### config.mk
export PLATFORM = sky130hd
export DESIGN_NAME = rf_wb_arbiter
export DESIGN_NICKNAME = d
export VERILOG_FILES = /design/src/rtl/PARAMS_pkg.sv /design/src/rtl/wb_prio_fsm.sv /design/src/rtl/rf_wb_arbiter.sv
export SDC_FILE = /design/constraint.sdc
export NUM_CORES = 1
export LEC_CHECK = 0
export CAP_MARGIN = 20
export CORE_MARGIN = 2
export CORE_UTILIZATION = 35
export CTS_BUF_LIST = sky130_fd_sc_hd__clkbuf_4 sky130_fd_sc_hd__clkbuf_8
export DETAILED_ROUTE_END_ITERATION = 10
export GPL_TIMING_DRIVEN = 1
export PLACE_DENSITY_LB_ADDON = 0.25
export SLEW_MARGIN = 40
export SYNTH_ARGS = -nofsm -noshare
export SYNTH_HDL_FRONTEND = slang
export SYNTH_SLANG_ARGS = --single-unit
### constraint.sdc
create_clock -name clk -period 3.5 [get_ports clk]
set_input_delay 1.05 -clock clk [delete_from_list [all_inputs] [get_ports clk]]
set_output_delay 1.05 -clock clk [all_outputs]
set_load 0.05 [all_outputs]
### src/rtl/PARAMS_pkg.sv
// Shared widths and types for the register-file writeback path.
package PARAMS_pkg;

  localparam int INSTR_REG_BITS  = 5;
  localparam int WD_SIZE         = 32;
  localparam int STARVE_CNT_BITS = 4;

  // Requester slots in grant / ready vectors
  localparam int NUM_REQ = 2;
  localparam int REQ_ALU = 0;
  localparam int REQ_MEM = 1;

  typedef enum logic {
    MEM_PRIO = 1'b0,
    ALU_PRIO = 1'b1
  } wb_prio_e;

endpackage

### src/rtl/wb_prio_fsm.sv
// Writeback priority FSM: MEM wins conflicts until ALU has lost
// STARVE_LIMIT consecutive conflicts, then ALU gets one guaranteed win.
module wb_prio_fsm
  import PARAMS_pkg::*;
#(
  parameter int STARVE_LIMIT = 4
) (
  input  logic               clk,
  input  logic               reset_n,
  input  logic               alu_req,
  input  logic               mem_req,
  output logic [NUM_REQ-1:0] grant
);

  localparam logic [STARVE_CNT_BITS-1:0] LIMIT = STARVE_CNT_BITS'(STARVE_LIMIT);

  wb_prio_e                   state_reg, state_next;
  logic [STARVE_CNT_BITS-1:0] starve_cnt_reg, starve_cnt_next;
  logic                       conflict;

  always_ff @(posedge clk) begin
    if (!reset_n) begin
      state_reg      <= MEM_PRIO;
      starve_cnt_reg <= '0;
    end else begin
      state_reg      <= state_next;
      starve_cnt_reg <= starve_cnt_next;
    end
  end

  always_comb begin
    grant           = '0;
    state_next      = state_reg;
    starve_cnt_next = starve_cnt_reg;
    conflict        = alu_req && mem_req;

    if (conflict) begin
      if (state_reg == ALU_PRIO) grant[REQ_ALU] = 1'b1;
      else                       grant[REQ_MEM] = 1'b1;
    end else begin
      grant[REQ_ALU] = alu_req;
      grant[REQ_MEM] = mem_req;
    end

    case (state_reg)
      MEM_PRIO: begin
        if (grant[REQ_ALU]) begin
          starve_cnt_next = '0;
        end else if (conflict) begin
          // Reaching the limit hands priority over, so the count never wraps
          if (starve_cnt_reg >= LIMIT - 1'b1) begin
            state_next      = ALU_PRIO;
            starve_cnt_next = '0;
          end else begin
            starve_cnt_next = starve_cnt_reg + 1'b1;
          end
        end
      end
      ALU_PRIO: begin
        if (grant[REQ_ALU]) begin
          state_next      = MEM_PRIO;
          starve_cnt_next = '0;
        end else if (!alu_req) begin
          state_next = MEM_PRIO;
        end
      end
      default: begin
        state_next      = MEM_PRIO;
        starve_cnt_next = '0;
      end
    endcase
  end

endmodule

### src/rtl/rf_wb_arbiter.sv
// Arbitrates ALU and load-unit writebacks onto the single register-file port.
// Optional macro RF_WB_BYPASS_EN adds byp_* forwarding outputs.
module rf_wb_arbiter
  import PARAMS_pkg::*;
#(
  parameter int STARVE_LIMIT = 4
) (
  input  logic                      clk,
  input  logic                      reset_n,
  input  logic                      alu_valid,
  input  logic [INSTR_REG_BITS-1:0] alu_rd,
  input  logic [WD_SIZE-1:0]        alu_data,
  output logic                      alu_ready,
  input  logic                      mem_valid,
  input  logic [INSTR_REG_BITS-1:0] mem_rd,
  input  logic [WD_SIZE-1:0]        mem_data,
  output logic                      mem_ready,
  output logic [INSTR_REG_BITS-1:0] wr_rd,
  output logic [WD_SIZE-1:0]        wr_data
`ifdef RF_WB_BYPASS_EN
  ,
  output logic                      byp_valid,
  output logic [INSTR_REG_BITS-1:0] byp_rd,
  output logic [WD_SIZE-1:0]        byp_data
`endif
);

  logic [NUM_REQ-1:0]        valid_vec, zero_rd, req, ready_vec, grant;
  logic [INSTR_REG_BITS-1:0] rd_arr   [NUM_REQ];
  logic [WD_SIZE-1:0]        data_arr [NUM_REQ];

  logic [INSTR_REG_BITS-1:0] wr_rd_reg, wr_rd_next;
  logic [WD_SIZE-1:0]        wr_data_reg, wr_data_next;

  assign valid_vec[REQ_ALU] = alu_valid;
  assign valid_vec[REQ_MEM] = mem_valid;
  assign rd_arr[REQ_ALU]    = alu_rd;
  assign rd_arr[REQ_MEM]    = mem_rd;
  assign data_arr[REQ_ALU]  = alu_data;
  assign data_arr[REQ_MEM]  = mem_data;

  // rd = 0 requests are swallowed: ready without competing for the port
  genvar gi;
  generate
    for (gi = 0; gi < NUM_REQ; gi++) begin : g_req
      assign zero_rd[gi]   = (rd_arr[gi] == '0);
      assign req[gi]       = reset_n && valid_vec[gi] && !zero_rd[gi];
      assign ready_vec[gi] = reset_n && valid_vec[gi] && (zero_rd[gi] || grant[gi]);
    end
  endgenerate

  assign alu_ready = ready_vec[REQ_ALU];
  assign mem_ready = ready_vec[REQ_MEM];

  wb_prio_fsm #(
    .STARVE_LIMIT(STARVE_LIMIT)
  ) u_fsm (
    .clk     (clk),
    .reset_n (reset_n),
    .alu_req (req[REQ_ALU]),
    .mem_req (req[REQ_MEM]),
    .grant   (grant)
  );

  always_comb begin
    wr_rd_next   = '0;
    wr_data_next = '0;
    for (int i = 0; i < NUM_REQ; i++) begin
      if (grant[i]) begin
        wr_rd_next   = rd_arr[i];
        wr_data_next = data_arr[i];
      end
    end
  end

  always_ff @(posedge clk) begin
    if (!reset_n) begin
      wr_rd_reg   <= '0;
      wr_data_reg <= '0;
    end else begin
      wr_rd_reg   <= wr_rd_next;
      wr_data_reg <= wr_data_next;
    end
  end

  assign wr_rd   = wr_rd_reg;
  assign wr_data = wr_data_reg;

`ifdef RF_WB_BYPASS_EN
  assign byp_valid = (wr_rd_reg != '0);
  assign byp_rd    = wr_rd_reg;
  assign byp_data  = wr_data_reg;
`endif

endmodule

# Word-level counts from Yosys, hierarchy flattened
# Cells that the tools add are included.
totals:
  ff_bits: 42
  output_inout_bits: 39
classes:
  order_cmp: 1
  n_reduce_logical: 14
  n_bitwise: 1
  mux: 18
  n_eq_ne: 2
  addsub: 1
ops:
  columns: ["cell", "n"]
  rows:
  - ["32-bit two-way mux", 2]
  - ["4-bit two-way mux", 4]
  - ["5-bit logical NOT", 2]
  - ["5-bit two-way mux", 2]
  - ["4-bit case mux with 2 select lines", 1]
  - ["1-bit logical AND", 7]
  - ["1-bit two-way mux", 7]
  - ["4-bit by 1-bit adder with 4-bit output (second input constant)", 1]
  - ["4-bit by 2-bit >= comparator with 1-bit output (second input constant)", 1]
  - ["3-bit by 2-bit inequality test with 1-bit output (second input constant)", 1]
  - ["1-bit logical NOT", 2]
  - ["1-bit logical OR", 2]
  - ["2-bit two-way mux", 1]
  - ["2-bit inequality test (second input constant)", 1]
  - ["1-bit case mux with 2 select lines", 1]
  - ["2-bit AND reduction", 1]
  - ["1-bit NOT", 1]

# Logic depth before layout (Yosys ltp)
# Gate-level depths: netlist of the first run.
logic_depth:
  word_depth: 7
  mapped_depth: 6

# Hierarchy
# From an unflattened synthesis of the first run, not the netlist that was laid out.
hier_totals:
  hier_cells: 195
  hier_area_um2: 1836.8
modules_own_cells:
  columns: ["module", "cells_each", "seq_area_each_um2", "area_each_um2", "n_inst"]
  rows:
  - ["rf_wb_arbiter", 174, 740.7, 1607.8, 1]
  - ["wb_prio_fsm", 21, 100.1, 229.0, 1]

# Least setup slack after synthesis of the first run
# No wires, ideal clock.
synth_timing:
  path_type: "input-to-output"
  startpoint: "in alu_rd[2]"
  endpoint: "out mem_ready"
  path_slack_ns: 0.315
  cell_stages: 4
  t_arrival_ns: 2.135
  path_cell_list: "or3_1 -> buf_6 -> nor2_1 -> o31a_1"
synth_between:
  elab_chain_len: 7
synth_rtl:
  columns: ["item", "line", "text"]
  rows:
  - ["from (decl)", "rf_wb_arbiter.sv:11", "input logic [INSTR_REG_BITS-1:0] alu_rd,"]
  - ["5-bit logical NOT", "rf_wb_arbiter.sv:46", "assign zero_rd[gi] = (rd_arr[gi] == '0);"]
  - ["1-bit logical NOT", "rf_wb_arbiter.sv:47", "assign req[gi] = reset_n && valid_vec[gi] && !zero_rd[gi];"]
  - ["1-bit logical AND", "rf_wb_arbiter.sv:47", null]
  - ["1-bit logical AND", "wb_prio_fsm.sv:35", "conflict = alu_req && mem_req;"]
  - ["2-bit two-way mux", "wb_prio_fsm.sv:37", "if (conflict) begin"]
  - ["1-bit logical OR", "rf_wb_arbiter.sv:48", "assign ready_vec[gi] = reset_n && valid_vec[gi] && (zero_rd[gi] || grant[gi]);"]
  - ["1-bit logical AND", "rf_wb_arbiter.sv:48", null]
  - ["to (decl)", "rf_wb_arbiter.sv:17", "output logic mem_ready,"]
# Every way passes these cells.

# Final worst setup path of the first run
# Ends and elaborated chain as after synthesis.

==> results of run 1 <==
[metrics by stage]
stage	hold slack, ps	util [%]
global route	501.8	57.44
detailed placement	455.5	55.82
CTS	467.6	57.44
global placement	448.7	55.58
floorplan	422.0	-
finish	465.6	57.44
[worst min-delay path by stage]
stage | end | slack (ps) | start
final | u_fsm.state_reg | 470 | u_fsm.state_reg
after global routing | u_fsm.state_reg | 500 | u_fsm.state_reg
after CTS | u_fsm.state_reg | 470 | u_fsm.state_reg
after detailed placement | u_fsm.state_reg | 460 | u_fsm.state_reg
after global placement | u_fsm.state_reg | 450 | u_fsm.state_reg
after floorplan | u_fsm.state_reg | 420 | u_fsm.state_reg
[cells in the final DEF, fill, tap and decap left out, types with 2 or more instances in the layout]
| master | netlist | final |
|---|---|---|
| clkbuf_8 | 0 | 6 |
| and3_1 | 2 | 2 |
| nor2b_1 | 2 | 2 |
| o21ai_1 | 1 | 2 |
| o2111ai_1 | 2 | 2 |
| dfxtp_1 | 42 | 42 |
| or3_1 | 2 | 2 |
| inv_1 | 5 | 5 |
| and2_1 | 2 | 2 |
| o211ai_1 | 32 | 32 |
| o21ai_0 | 34 | 33 |
| mux2i_1 | 2 | 2 |
| o22ai_2 | 30 | 30 |
| o22ai_1 | 7 | 7 |
| nor2_1 | 2 | 2 |
| buf_4 | 0 | 9 |
| clkdlybuf4s50_1 | 0 | 114 |
| buf_12 | 0 | 2 |
| nand2_1 | 9 | 9 |
[layer usage]
layer  wire, um  global-route usage (%)  vias up
li1           -                       -     1012
met1       2777                   24.15      973
met2       3174                   32.70       63
met3        441                   4.615        4
met4         40                   5.254        0
met5          0                       0        -
[cell families (layout without fill, tap and decap cells)]
family / Yosys count / count (layout)
and+or+nand+nor: 24 / 24
muxes: 2 / 2
DFF: 42 / 42
AOI/OAI and AO/OA: 110 / 110
buffers and inverters: 33 / 138
adders and majority gates: 1 / 1
[area by class of cell]
class / count / area, um2
sequential: 42 / 840.8
fill: 525 / 2490
clock inverter: 1 / 5.005
clock buffer: 7 / 90.09
multi-input combinational: 137 / 1064
inverter: 5 / 18.77
tap: 75 / 93.84
timing repair buffer: 125 / 1249
[where the power goes]
group          switching (mW)  total, mW  internal, mW
clock network           0.169      0.336         0.167
logic                   0.192      0.358         0.166
registers             0.00737      0.513         0.506
==> out/summary.md, run 1 <==
The pin slew with the least headroom to its limit came out at 690.5 ps. The critical path class was primary input to output pin. For the worst slack after detailed placement, the log shows 46.88 ps. The worst register-to-register path begins at u_fsm.state_reg.

For the number of resized instances in the post-cts repair step, the log shows 0. The run gives 1.207 mW as the power consumption. The power per cell area is 359.2 nW/um2.

The share of async-settable or async-resettable flops after synthesis came out at 0%. The gate family responsible for the most delay along the worst path is buffers and inverters. The die width works out to 81.48 um. The max-slew violation count was 0; the number of flip-flops under the largest register name was 32.

Routability-driven placement finished with a final weighted congestion of 0.7283. Setup slack closes at 77.73 ps. For the count of cell types in the netlist, the log shows 29. In the routed design, unresolved DRC markers number 0. The run gives 19.19% as the total track usage. Row generation in the floorplan step produced 28 rows. For the number of antenna diodes, the log shows 0.

From bottom edge to top edge, the die measures 81.48 um. Synthesis produced a netlist whose cell count is 212. The mean instance size in the synthesized netlist came out at 9.909 um2. In this run, synthesis inferred 0 flip-flops with an integrated enable. The run gives 0 as the number of antenna violations at the first check in global routing. In the post-synthesis netlist, the biggest area contributors are dfxtp_1, o22ai_2, o211ai_1, o21ai_0, buf_6. The flow ran to the end, and the final reports show no timing, DRC or antenna violations. The global route total overflow was 0.

The routed layout has 2,052 vias. By instance count, the leading cell after synthesis is dfxtp_1. In this run the static leakage power is 1.169 nW. The data arrival time of the critical path came out at 2370 ps.

The tools report the total setup violations reported at the end of the flow as 0. After detailed routing, the total wire length is 6433 um. The largest individual stage delay along the critical path comes from the cell clkdlybuf4s50_1.

The per-cell routed wire length was 16.41 um. The logic depth of the worst setup path including buffers is 5. The logs give 0 for the number of buffers inserted to repair setup after CTS and 2010 ps for the setup slack of the worst register-to-register path. Setup repair after global routing left no endpoint under its margin. The worst register-to-register path ends at wr_data[27].

TritonCTS built the clock tree. STA puts the critical path data required time at 2450 ps. Sequential elements use 40.02% of the synthesized area.

The tools report the first-pass GRT wire length as 9853 um. In this run the worst setup path begins at alu_rd[2]. The CTS sink count was 42.

The portion of netlist area occupied by mux cells came out at 0.9529%. The HPWL after detailed placement is 4191 um. Across the VDD grid, the largest voltage drop is 0.1759 mV. The worst setup path is launched from a primary input. In this run the worst path has a maximum fanout of 2. Of the available clock period, the critical path in the final layout requires 97.78%.

The maximum number of pins on one net before global-route repair came out at 39. The worst setup path endpoint is mem_ready. The post-route minimum period was 3422 ps. Summing the areas of all compound-gate instances in the mapped netlist gives 42.35% of the synthesized area.

The first detailed-routing pass took 4 iterations. For this run, the number of Yosys warnings is 0. The clock passes through at most 2 buffers. The mapped cell area was 2101 um2. The tools report the synthesized net count as 291.

The effective utilization at floorplan was 35.91%; the max capacitance violation total was 0. The later pin in the worst-skew pair is clocked with a latency of 290 ps. The top cell type by area accounts for 40.02% of the synthesized area. During I/O placement, the number of pins put on the boundary was 117. Measured against its own limit, the worst slew margin works out to 53.97%. The tools report the number of levels the H-tree was split into as 2. Summing the areas of all and, or, nand and nor instances in the mapped netlist gives 6.015% of the synthesized area.

Worst reg2reg path depth: 4. The endpoint type of the worst setup path was an output pin. In the final design database the tool counted 395 nets. The count of endpoints failing hold in the final timing report is 0, and the average via count per standard cell is 5.235.

The layout overhead on the synthesized area came out at 59.98%. The clock root buffer is clkbuf_8. The biggest area contributor in the post-synthesis netlist is dfxtp_1. The count of nets left with antenna violations once routing finished came out at 0. On the final layout, the worst clock skew is 8.451 ps. Adding up every negative setup slack in the final design gives 0 ps. The count of input and output buffers was 116; the post-placement cell area was 3266 um2. The worst hold path belongs to the class flip-flop to flip-flop.

The finished layout holds 392 standard cells, fillers aside. The run gives 0.2922 GHz as the maximum clock frequency. The via count of the first global-routing pass came out at 2,025. The core region is 5851 um2.

For this block, the initial DRC count from the detailed router was 119. For this design, the CTS-stage hold fixing added 0 buffers. By count the netlist is led by dfxtp_1, o21ai_0, o211ai_1.

By area, the combinational part of the netlist is dominated by compound AO/OA/AOI/OAI gates. In this run, CTS created clock tree buffers numbering 5. Among all flip-flop cells after synthesis, the most frequent one is dfxtp_1.

Together, buffers and inverters on the worst path number 2. The number of flip-flops and latches in the synthesized netlist works out to 42. After Yosys synthesis, full adders, half adders and majority gates account for 0.5956% of the synthesized area. The xor and xnor fraction of the mapped netlist area was 0%.

The die covers 6638 um2. The critical path goes through clkdlybuf4s50_1 > or3_1 > nor2_1 > o31a_1 > buf_12. The post-route netlist has 16.72% of its cells at a drive strength greater than 1. The finished cells cover 3361 um2. The longest individual stage delay on the worst path is 430 ps, and the clock slew seen by the registers of the worst setup and hold paths is 80 ps.

After detailed placement, the design holds a cell count of 384. Number of cells on the worst hold path: 1.
Note: power is estimated with default switching activity, not from simulation.
==> run 2: changes to the inputs <==
--- a/config.mk
+++ b/config.mk
@@ -5,7 +5,7 @@
 export SDC_FILE = /design/constraint.sdc
 export NUM_CORES = 1
 export LEC_CHECK = 0
-export CAP_MARGIN = 20
+export CAP_MARGIN = 15
 export CORE_MARGIN = 2
 export CORE_UTILIZATION = 35
 export CTS_BUF_LIST = sky130_fd_sc_hd__clkbuf_4 sky130_fd_sc_hd__clkbuf_8
==> results of run 2 <==
Same layout as run 1: the final DEF is identical, and so are final timing and power.
